==> config.mk <==
export PLATFORM = sky130hd
export DESIGN_NAME = imem_port_arbiter_flat
export DESIGN_NICKNAME = d
export VERILOG_FILES = /design/src/rtl/imem_port_arbiter_pkg.sv /design/src/rtl/imem_port_arbiter_if.sv /design/src/rtl/imem_port_arbiter_rr_arb2.sv /design/src/rtl/imem_port_arbiter.sv /design/src/flat_wrapper.sv
export SDC_FILE = /design/constraint.sdc
export NUM_CORES = 1
export LEC_CHECK = 0
export CAP_MARGIN = 20
export CORE_ASPECT_RATIO = 1.75
export CORE_MARGIN = 5
export CORE_UTILIZATION = 65
export CTS_BUF_LIST = sky130_fd_sc_hd__clkbuf_16
export DETAILED_ROUTE_END_ITERATION = 7
export DONT_BUFFER_PORTS = 1
export GPL_TIMING_DRIVEN = 0
export HOLD_SLACK_MARGIN = 0.1
export PLACE_DENSITY = 0.81
export SLEW_MARGIN = 20
export SYNTH_ARGS = -nofsm -noshare
export SYNTH_HDL_FRONTEND = slang
export SYNTH_HIERARCHICAL = 1
export SYNTH_SLANG_ARGS = --single-unit
==> constraint.sdc <==
create_clock -name clk -period 4.35 [get_ports clk]
set_input_delay 0 -clock clk [delete_from_list [all_inputs] [get_ports clk]]
set_output_delay 0 -clock clk [all_outputs]
set_load 0.01 [all_outputs]
==> src/rtl/imem_port_arbiter_pkg.sv <==
// Shared types and defaults for the instruction/data memory port arbiter.
// Also holds the fault predicate used by the optional IMEM_ARB_ERR_CHECK_EN build.
package imem_arb_pkg;

    localparam int ADDR_W_DEF    = 6;
    localparam int DATA_W_DEF    = 32;
    localparam int MEM_BYTES_DEF = 51;

    typedef enum logic [1:0] {
        IDLE,
        ISSUE,
        RESP
    } state_t;

    typedef enum logic {
        REQ_IF = 1'b0,
        REQ_LS = 1'b1
    } req_id_t;

    // A word access faults when it is misaligned or its last byte lies past the memory.
    function automatic logic addr_faults(input int addr, input int mem_bytes);
        return (addr[1:0] != 2'b00) || (addr > mem_bytes - 4);
    endfunction

endpackage

==> src/rtl/imem_port_arbiter_if.sv <==
// Bundle of requester handshakes and the memory port seen by imem_port_arbiter.
// slave = arbiter side, master = requesters plus memory side.
interface imem_port_arbiter_if
    import imem_arb_pkg::*;
#(
    parameter int ADDR_W = ADDR_W_DEF,
    parameter int DATA_W = DATA_W_DEF
) ();

    logic              if_req;
    logic [ADDR_W-1:0] if_addr;
    logic              if_gnt;
    logic              if_rvalid;
    logic [DATA_W-1:0] if_rdata;
    logic              if_err;

    logic              ls_req;
    logic [ADDR_W-1:0] ls_addr;
    logic              ls_gnt;
    logic              ls_rvalid;
    logic [DATA_W-1:0] ls_rdata;
    logic              ls_err;

    logic [ADDR_W-1:0] mem_addr;
    logic [DATA_W-1:0] mem_rdata;

    modport slave (
        input  if_req, if_addr, ls_req, ls_addr, mem_rdata,
        output if_gnt, if_rvalid, if_rdata, if_err,
        output ls_gnt, ls_rvalid, ls_rdata, ls_err,
        output mem_addr
    );

    modport master (
        output if_req, if_addr, ls_req, ls_addr, mem_rdata,
        input  if_gnt, if_rvalid, if_rdata, if_err,
        input  ls_gnt, ls_rvalid, ls_rdata, ls_err,
        input  mem_addr
    );

endinterface

==> src/rtl/imem_port_arbiter_rr_arb2.sv <==
// Combinational 2-way round-robin picker; bit 0 is IF, bit 1 is LS.
// The parent stores last_winner so this block stays stateless.
module rr_arb2
    import imem_arb_pkg::*;
(
    input  logic [1:0] req,
    input  req_id_t    last_winner,
    output logic [1:0] gnt,
    output req_id_t    winner
);

    always_comb begin
        winner = REQ_IF;
        gnt    = 2'b00;
        case (req)
            2'b01:   winner = REQ_IF;
            2'b10:   winner = REQ_LS;
            2'b11:   winner = (last_winner == REQ_IF) ? REQ_LS : REQ_IF;
            default: winner = REQ_IF;
        endcase
        if (req != 2'b00) begin
            gnt = (winner == REQ_LS) ? 2'b10 : 2'b01;
        end
    end

endmodule

==> src/rtl/imem_port_arbiter.sv <==
// Shares one synchronous-read memory port between fetch (IF) and load/store (LS),
// one access in flight, round-robin. Define IMEM_ARB_ERR_CHECK_EN for alignment/range faults.
module imem_port_arbiter
    import imem_arb_pkg::*;
#(
    parameter int MEM_BYTES = MEM_BYTES_DEF,
    parameter int ADDR_W    = ADDR_W_DEF,
    parameter int DATA_W    = DATA_W_DEF
) (
    input  logic                 clk,
    input  logic                 rst_n,
    imem_port_arbiter_if.slave   bus
);

    state_t            state_q, state_d;
    logic [ADDR_W-1:0] addr_q;
    req_id_t           owner_q;
    req_id_t           last_winner_q;
    logic              err_q;
    logic [DATA_W-1:0] if_rdata_q;
    logic [DATA_W-1:0] ls_rdata_q;

    logic [1:0]        arb_req;
    logic [1:0]        arb_gnt;
    req_id_t           winner;
    logic [ADDR_W-1:0] win_addr;
    logic              win_fault;
    logic              accept;
    logic [DATA_W-1:0] resp_data;

    assign arb_req = {bus.ls_req, bus.if_req};

    rr_arb2 u_rr_arb2 (
        .req         (arb_req),
        .last_winner (last_winner_q),
        .gnt         (arb_gnt),
        .winner      (winner)
    );

    assign win_addr  = (winner == REQ_LS) ? bus.ls_addr : bus.if_addr;
    assign accept    = (state_q == IDLE) && (arb_req != 2'b00);
    assign resp_data = err_q ? '0 : bus.mem_rdata;

`ifdef IMEM_ARB_ERR_CHECK_EN
    assign win_fault = addr_faults(int'({{(32-ADDR_W){1'b0}}, win_addr}), MEM_BYTES);
`else
    assign win_fault = 1'b0;
`endif

    // A faulting access parks the memory address at 0 so nothing out of range is read.
    assign bus.mem_addr = addr_q;

    always_comb begin
        state_d       = state_q;
        bus.if_gnt    = 1'b0;
        bus.ls_gnt    = 1'b0;
        bus.if_rvalid = 1'b0;
        bus.ls_rvalid = 1'b0;
        bus.if_err    = 1'b0;
        bus.ls_err    = 1'b0;
        bus.if_rdata  = if_rdata_q;
        bus.ls_rdata  = ls_rdata_q;
        case (state_q)
            IDLE: begin
                if (accept) begin
                    state_d    = ISSUE;
                    bus.if_gnt = arb_gnt[0];
                    bus.ls_gnt = arb_gnt[1];
                end
            end
            ISSUE: state_d = RESP;
            RESP: begin
                state_d = IDLE;
                if (owner_q == REQ_IF) begin
                    bus.if_rvalid = 1'b1;
                    bus.if_err    = err_q;
                    bus.if_rdata  = resp_data;
                end else begin
                    bus.ls_rvalid = 1'b1;
                    bus.ls_err    = err_q;
                    bus.ls_rdata  = resp_data;
                end
            end
            default: state_d = IDLE;
        endcase
    end

    // The response word is captured at the end of RESP so rdata holds while rvalid is low.
    always_ff @(posedge clk) begin
        if (!rst_n) begin
            state_q       <= IDLE;
            addr_q        <= '0;
            owner_q       <= REQ_IF;
            last_winner_q <= REQ_LS;
            err_q         <= 1'b0;
            if_rdata_q    <= '0;
            ls_rdata_q    <= '0;
        end else begin
            state_q <= state_d;
            if (accept) begin
                addr_q        <= win_fault ? '0 : win_addr;
                owner_q       <= winner;
                last_winner_q <= winner;
                err_q         <= win_fault;
            end
            if (state_q == RESP) begin
                if (owner_q == REQ_IF) begin
                    if_rdata_q <= resp_data;
                end else begin
                    ls_rdata_q <= resp_data;
                end
            end
        end
    end

endmodule

==> src/flat_wrapper.sv <==
// flat-port wrapper written by rule: the top's interface ports become plain ports
module imem_port_arbiter_flat import imem_arb_pkg::*;
#(
    parameter int MEM_BYTES = MEM_BYTES_DEF,
    parameter int ADDR_W    = ADDR_W_DEF,
    parameter int DATA_W    = DATA_W_DEF
)
  (clk, rst_n, bus_if_req, bus_if_addr, bus_ls_req, bus_ls_addr, bus_mem_rdata, bus_if_gnt, bus_if_rvalid, bus_if_rdata, bus_if_err, bus_ls_gnt, bus_ls_rvalid, bus_ls_rdata, bus_ls_err, bus_mem_addr);
  imem_port_arbiter_if #(.ADDR_W(ADDR_W), .DATA_W(DATA_W)) bus_i ();
  input  logic clk;
  input  logic rst_n;
  input wire logic [$bits(bus_i.if_req)-1:0] bus_if_req;
  input wire logic [$bits(bus_i.if_addr)-1:0] bus_if_addr;
  input wire logic [$bits(bus_i.ls_req)-1:0] bus_ls_req;
  input wire logic [$bits(bus_i.ls_addr)-1:0] bus_ls_addr;
  input wire logic [$bits(bus_i.mem_rdata)-1:0] bus_mem_rdata;
  output wire logic [$bits(bus_i.if_gnt)-1:0] bus_if_gnt;
  output wire logic [$bits(bus_i.if_rvalid)-1:0] bus_if_rvalid;
  output wire logic [$bits(bus_i.if_rdata)-1:0] bus_if_rdata;
  output wire logic [$bits(bus_i.if_err)-1:0] bus_if_err;
  output wire logic [$bits(bus_i.ls_gnt)-1:0] bus_ls_gnt;
  output wire logic [$bits(bus_i.ls_rvalid)-1:0] bus_ls_rvalid;
  output wire logic [$bits(bus_i.ls_rdata)-1:0] bus_ls_rdata;
  output wire logic [$bits(bus_i.ls_err)-1:0] bus_ls_err;
  output wire logic [$bits(bus_i.mem_addr)-1:0] bus_mem_addr;
  assign bus_i.if_req = bus_if_req;
  assign bus_i.if_addr = bus_if_addr;
  assign bus_i.ls_req = bus_ls_req;
  assign bus_i.ls_addr = bus_ls_addr;
  assign bus_i.mem_rdata = bus_mem_rdata;
  assign bus_if_gnt = bus_i.if_gnt;
  assign bus_if_rvalid = bus_i.if_rvalid;
  assign bus_if_rdata = bus_i.if_rdata;
  assign bus_if_err = bus_i.if_err;
  assign bus_ls_gnt = bus_i.ls_gnt;
  assign bus_ls_rvalid = bus_i.ls_rvalid;
  assign bus_ls_rdata = bus_i.ls_rdata;
  assign bus_ls_err = bus_i.ls_err;
  assign bus_mem_addr = bus_i.mem_addr;
  imem_port_arbiter #(.MEM_BYTES(MEM_BYTES), .ADDR_W(ADDR_W), .DATA_W(DATA_W)) u_core (.clk(clk), .rst_n(rst_n), .bus(bus_i));
endmodule
=== Yosys cells after proc, flatten, opt, wreduce, memory -nomap -nowiden ===
Cells that the tools add are included.

* Latch bits: 0
* Memory bits (writable): 0
* Flip-flop bits (word level): 74
* Bits in read-only memories: 0
* Memories: 0
* Input bits: 48

* Multiply operators: 0
* Shift-type cells: 0
* Order comparisons: 0
* Div/mod/pow operators: 0
* Eq/ne operators: 5
* Reductions and logical operators: 3
* Bitwise logic cells: 0
* Muxes and demuxes: 19
* Add/sub/neg operators: 0

{| class="wikitable"
|+ Operator list
! operator !! count
|-
| $mux W32 || 4
|-
| $mux W1 || 9
|-
| $eq A2 B2 Y1 const B || 3
|-
| $mux W2 || 3
|-
| $mux W6 || 1
|-
| $pmux W2 S2 || 1
|-
| $eq A2 B1 Y1 const B || 1
|-
| $logic_not A2 Y1 || 1
|-
| $ne A2 B1 Y1 const B || 1
|-
| $pmux W1 S2 || 1
|-
| $reduce_bool A2 Y1 || 1
|-
| $logic_and A1 B1 Y1 || 1
|}

=== Logic depth before layout (Yosys ltp) ===
* Depth after elaboration: 6
* Mapped depth: 4
* Depth with buffers taken out: 3

=== By module ===
Netlist, hierarchy kept.

{| class="wikitable"
|+ By module, submodules not included
! module !! instances !! area each (µm²) !! cells an instance !! seq. area each (µm²)
|-
| imem_port_arbiter || 1 || 2935.3 || 256 || 1481.4
|-
| rr_arb2 || 1 || 26.3 || 4 || 0.0
|}

=== Least setup slack after synthesis ===
No wires, ideal clock.

* Path type: flip-flop to flip-flop
* Start: register u_core.state_q[1]
* End: register u_core.if_rdata_q[22]
* Period minus slack after synthesis: 1542 ps
* Cell stages (with the launch flop): 5
* Path buffers: 1
* Slack: 2808 ps
* Data arrival time: 1427 ps
* Library setup time: 115 ps
* Path through: dfxtp_1 -> nor3b_4 -> buf_4 -> mux2_2 -> and2_1

* Cells in the longest elaborated chain, start to end: 2

{| class="wikitable"
|+ RTL lines
! item !! line !! text
|-
| start: declaration || imem_port_arbiter.sv:15 || <nowiki>state_t state_q, state_d;</nowiki>
|-
| start signal: assignment || imem_port_arbiter.sv:99 || <nowiki>state_q <= state_d;</nowiki>
|-
| $eq A2 B2 Y1 || n/a ||
|-
| $mux W32 || n/a ||
|-
| named net bus_if_rdata[22] || flat_wrapper.sv:19 || <nowiki>output wire logic [$bits(bus_i.if_rdata)-1:0] bus_if_rdata;</nowiki>
|-
| end signal: assignment || imem_port_arbiter.sv:108 || <nowiki>if_rdata_q <= resp_data;</nowiki>
|-
| end: declaration || imem_port_arbiter.sv:20 || <nowiki>logic [DATA_W-1:0] if_rdata_q;</nowiki>
|}

The timed path passes the listed nets, and every way through them passes these cells.
A chain may end at the register's enable or synchronous reset.

=== Final worst setup path ===
* Start: register u_core.state_q[0]
* End: register u_core.ls_rdata_q[13]

* Cells in the longest elaborated chain, start to end: 2

{| class="wikitable"
|+ RTL lines
! item !! line !! text
|-
| $eq A2 B2 Y1 || n/a ||
|-
| $mux W32 || n/a ||
|-
| named net bus_ls_rdata[13] || flat_wrapper.sv:23 || <nowiki>output wire logic [$bits(bus_i.ls_rdata)-1:0] bus_ls_rdata;</nowiki>
|-
| end signal: assignment || imem_port_arbiter.sv:110 || <nowiki>ls_rdata_q <= resp_data;</nowiki>
|-
| end: declaration || imem_port_arbiter.sv:21 || <nowiki>logic [DATA_W-1:0] ls_rdata_q;</nowiki>
|}

The timed path passes the listed nets, and every way through them passes these cells.

==> metrics.md <==
| Metric | Value |
|---|---|
| CP endpoint kind | flip-flop |
| CTS sink count | 74 |
| Worst-path clk slew | 0.06 ns |
| Post-Route WL | 7430 um |
| # rows | 32 |
| ANT nets after route | 0 |
| Area Growth Syn to Fin | 28.8% |
| Via density | 5.56 |
| Reg-to-Reg End | u_core/ls_rdata_q[13]$_SDFF_PN0_ |
| Starting density of the core | 0.672 |
| Flop-to-flop setup slack | 2.01 ns |
| Largest net degree at the start of global routing | 14 |
| Die width | 61.0 um |
| Ratio of cells with drive above 1 in the final layout | 0.264 |
| Power Dens Cells | 417 mW/mm2 |
| CTS tree | done |
| Register area share after synthesis | 0.500 |
| CORE AREA | 0.00440 mm2 |
| Achievable Freq | 0.428 GHz |
| Post-DP HPWL | 4390 um |
| Placer Congestion | 0.780 |
| Seq pwr share | 0.449 |
| Initial antenna violation count | 0 |
| Post-synth EDFFs | 0 |
| Placed cell area | 0.00303 mm2 |
| Max-slew violations | 0 |
| Most common cell in the netlist | dfxtp_1 |
| # setup viols final | 0 |
| WL per Instance | 19.7 um |
| Layout fillers | 220 |
| Number of global-route vias before repair | 2,292 |
| Setup CP Type | reg2reg |
| Clock Tree Buf Depth | 2 |
| Share of the synthesized area in the top cell type | 0.500 |
| Ys async rst share | 0 |
| Total CTS buffers | 9 |
| Gr usage total | 0.259 |
| Crit start category | flip-flop |
| Antenna diodes | 0 |
| Synth Instances | 260 |
| Top post-synthesis cells by count | dfxtp_1 (74), and2_1 (64), mux2_2 (61), clkbuf_1 (8), a21oi_1 (7) |
| Remaining DRCs | 0 |
| Synth unique cells | 25 |
| Drt pass-1 iters | 4 |
| Cell taking the most area after synthesis | dfxtp_1 |
| Switching portion of total power | 0.233 |
| Power share of the combinational group | 0.098 |
| Hold endpoint | u_core/if_rdata_q[18]$_SDFF_PN0_ |
| Number of setup buffers added after CTS | 0 |
| Worst hold path startpoint | rst_n |
| Worst slew pin tran | 0.818 ns |
| Pint | 1.22 mW |
| Min Tclk post-route | 2.34 ns |
| Vias | 2,097 |
| Nets | 369 |
| I/O Buffers | 0 |
| R2R depth | 5 |
| Max capacitance violation total | 0 |
| Reg2Reg Launch Point | u_core/state_q[0]$_SDFFE_PN0P_ |
| RSZ-0062 raised after global routing | false |
| Cell Area, Synth | 0.00296 mm2 |
| Die height | 99.3 um |
| Clock Root Buffer | clkbuf_16 |
| Prevailing post-synth register cell | dfxtp_1 |
| Avg Inst Size Synth | 11.4 um2 |
| Synth Register Bits | 74 |
| Crit share post-route | 0.538 |
| Rel. slew slack | 0.450 |
| Arrival @ worst endpoint | 2.54 ns |
| 1st-iter DRT viols | 40 |
| VDD IR max | 394 uV |
| Hold Path Stages | 2 |
| Worst Skew | 0.00486 ns |
| Dominant cells by area after synthesis | dfxtp_1 (50%), mux2_2 (23%), and2_1 (14%) |
| Status | finished, final reports clean |
| Clk pwr share | 0.452 |
| Die ar. | 0.00606 mm2 |
| CP max FO | 10 |
| Switching component of the power | 0.371 mW |
| Syn. warnings | 6 |
| Leak Pwr | 1.68 nW |
| Worst Hold Class | in2reg |
| Final hold vios | 0 |
| # H-tree levels | 3 |
| Total grt overflow | 0 |
| Required time of the worst setup path | 4.55 ns |
| # IOs | 124 |
| Fin Setup TNS | 0 ns |
| Later-pin clock latency in the skew report | 0.32 ns |
| Final instance area | 0.00381 mm2 |
| First-pass GRT wire length | 11,600 um |
## worst max path at each step
stage	start	end	slack (ns)	cells after the start
5_1_grt	u_core/state_q[0]$_SDFFE_PN0P_	u_core/ls_rdata_q[13]$_SDFF_PN0_	1.93	5
4_1_cts	u_core/state_q[0]$_SDFFE_PN0P_	u_core/ls_rdata_q[12]$_SDFF_PN0_	2.06	5
3_5_place_dp	u_core/state_q[0]$_SDFFE_PN0P_	u_core/ls_rdata_q[18]$_SDFF_PN0_	2.58	4
6_report	u_core/state_q[0]$_SDFFE_PN0P_	u_core/ls_rdata_q[13]$_SDFF_PN0_	2.01	5
3_3_place_gp	u_core/state_q[1]$_SDFFE_PN0P_	u_core/if_rdata_q[29]$_SDFF_PN0_	2.62	4
2_1_floorplan	u_core/state_q[1]$_SDFFE_PN0P_	u_core/if_rdata_q[22]$_SDFF_PN0_	2.81	4
## power by group through the flow
stage,clock network (mW),logic [mW],registers (mW)
final,0.721,0.157,0.715
after global routing,0.771,0.170,0.717
after CTS,0.722,0.153,0.715
after detailed placement,0,0.112,0.730
after global placement,0,0.110,0.729
after floorplan,0,0.0927,0.726
## registers in the layout, summed over array words and instances (netlist names)
signal and cells:
u_core/if_rdata_q 32, u_core/last_winner_q 1, u_core/ls_rdata_q 32, u_core/state_q 2, u_core/bus.mem_addr 6, u_core/owner_q 1
## final cells by class
class | instances | area [um2] | share of cell area
Tap cell | 51 | 63.8 | 0.0167
Clock inverter | 7 | 70.1 | 0.0184
Inverter | 4 | 15.0 | 0.00394
Clock buffer | 9 | 225 | 0.0590
Timing Repair Buffer | 49 | 490 | 0.129
Buffer | 17 | 86.3 | 0.0226
Multi-Input combinational cell | 166 | 1380 | 0.362
Sequential cell | 74 | 1480 | 0.388
## cells by family (layout without fill, tap and decap cells)
kind of cell | count (synthesis) | in the layout | share of synthesized area
AO/OA/AOI/OAI | 18 | 18 | 0.0397
buffers and inverters | 21 | 86 | 0.0342
flip-flops | 74 | 74 | 0.500
multiplexers | 70 | 70 | 0.264
other | 1 | 2 | 0.00127
AND/OR/NAND/NOR | 76 | 76 | 0.161
## metrics by stage
stage,std cells,setup slack [ns],power [mW],utilization,hold slack (ns)
2_1_floorplan,261,2.81,0.819,-,0.158
6_report,377,2.01,1.59,0.866,0.105
5_1_grt,377,1.93,1.66,0.866,0.122
4_1_cts,377,2.06,1.59,0.866,0.120
3_5_place_dp,312,2.58,0.842,0.688,0.165
3_3_place_gp,312,2.62,0.838,0.688,0.164
## placed cells by master (no fill, tap or decap), types with 3 or more instances in the layout
| master | netlist | layout |
|---|---|---|
| inv_1 | 4 | 5 |
| and3_1 | 3 | 3 |
| clkbuf_16 | 0 | 9 |
| mux2i_1 | 6 | 6 |
| mux2_2 | 61 | 61 |
| a211oi_1 | 6 | 6 |
| clkinvlp_4 | 0 | 3 |
| dlygate4sd3_1 | 0 | 49 |
| clkbuf_1 | 8 | 8 |
| mux2_1 | 3 | 3 |
| nor2_1 | 3 | 3 |
| dfxtp_1 | 74 | 74 |
| a21oi_1 | 7 | 7 |
| buf_2 | 3 | 3 |
| buf_4 | 5 | 5 |
| and2_1 | 64 | 64 |
## worst max-delay path, stage by stage, from the launching register on
cell,delay [ns]
dfxtp_1,0.45
nand3b_1,0.30
buf_2,0.32
mux2_2,0.41
and2_1,0.17
dlygate4sd3_1,0.57
## timing repair
item,in CTS,in global routing
hold buffers,49,0
gates resized for setup,0,0
hold endpoints to repair,73,0
## routing by layer
metal,global-route usage,vias to the layer above,wire [um],part of all wire
met1,0.272,985,2470,0.33
met3,0.0922,17,638,0.086
met4,0.104,0,187,0.025
li1,-,995,-,-
met2,0.449,100,4130,0.56
met5,0,-,0,0
No activity file was read; power rests on OpenSTA's default activity.
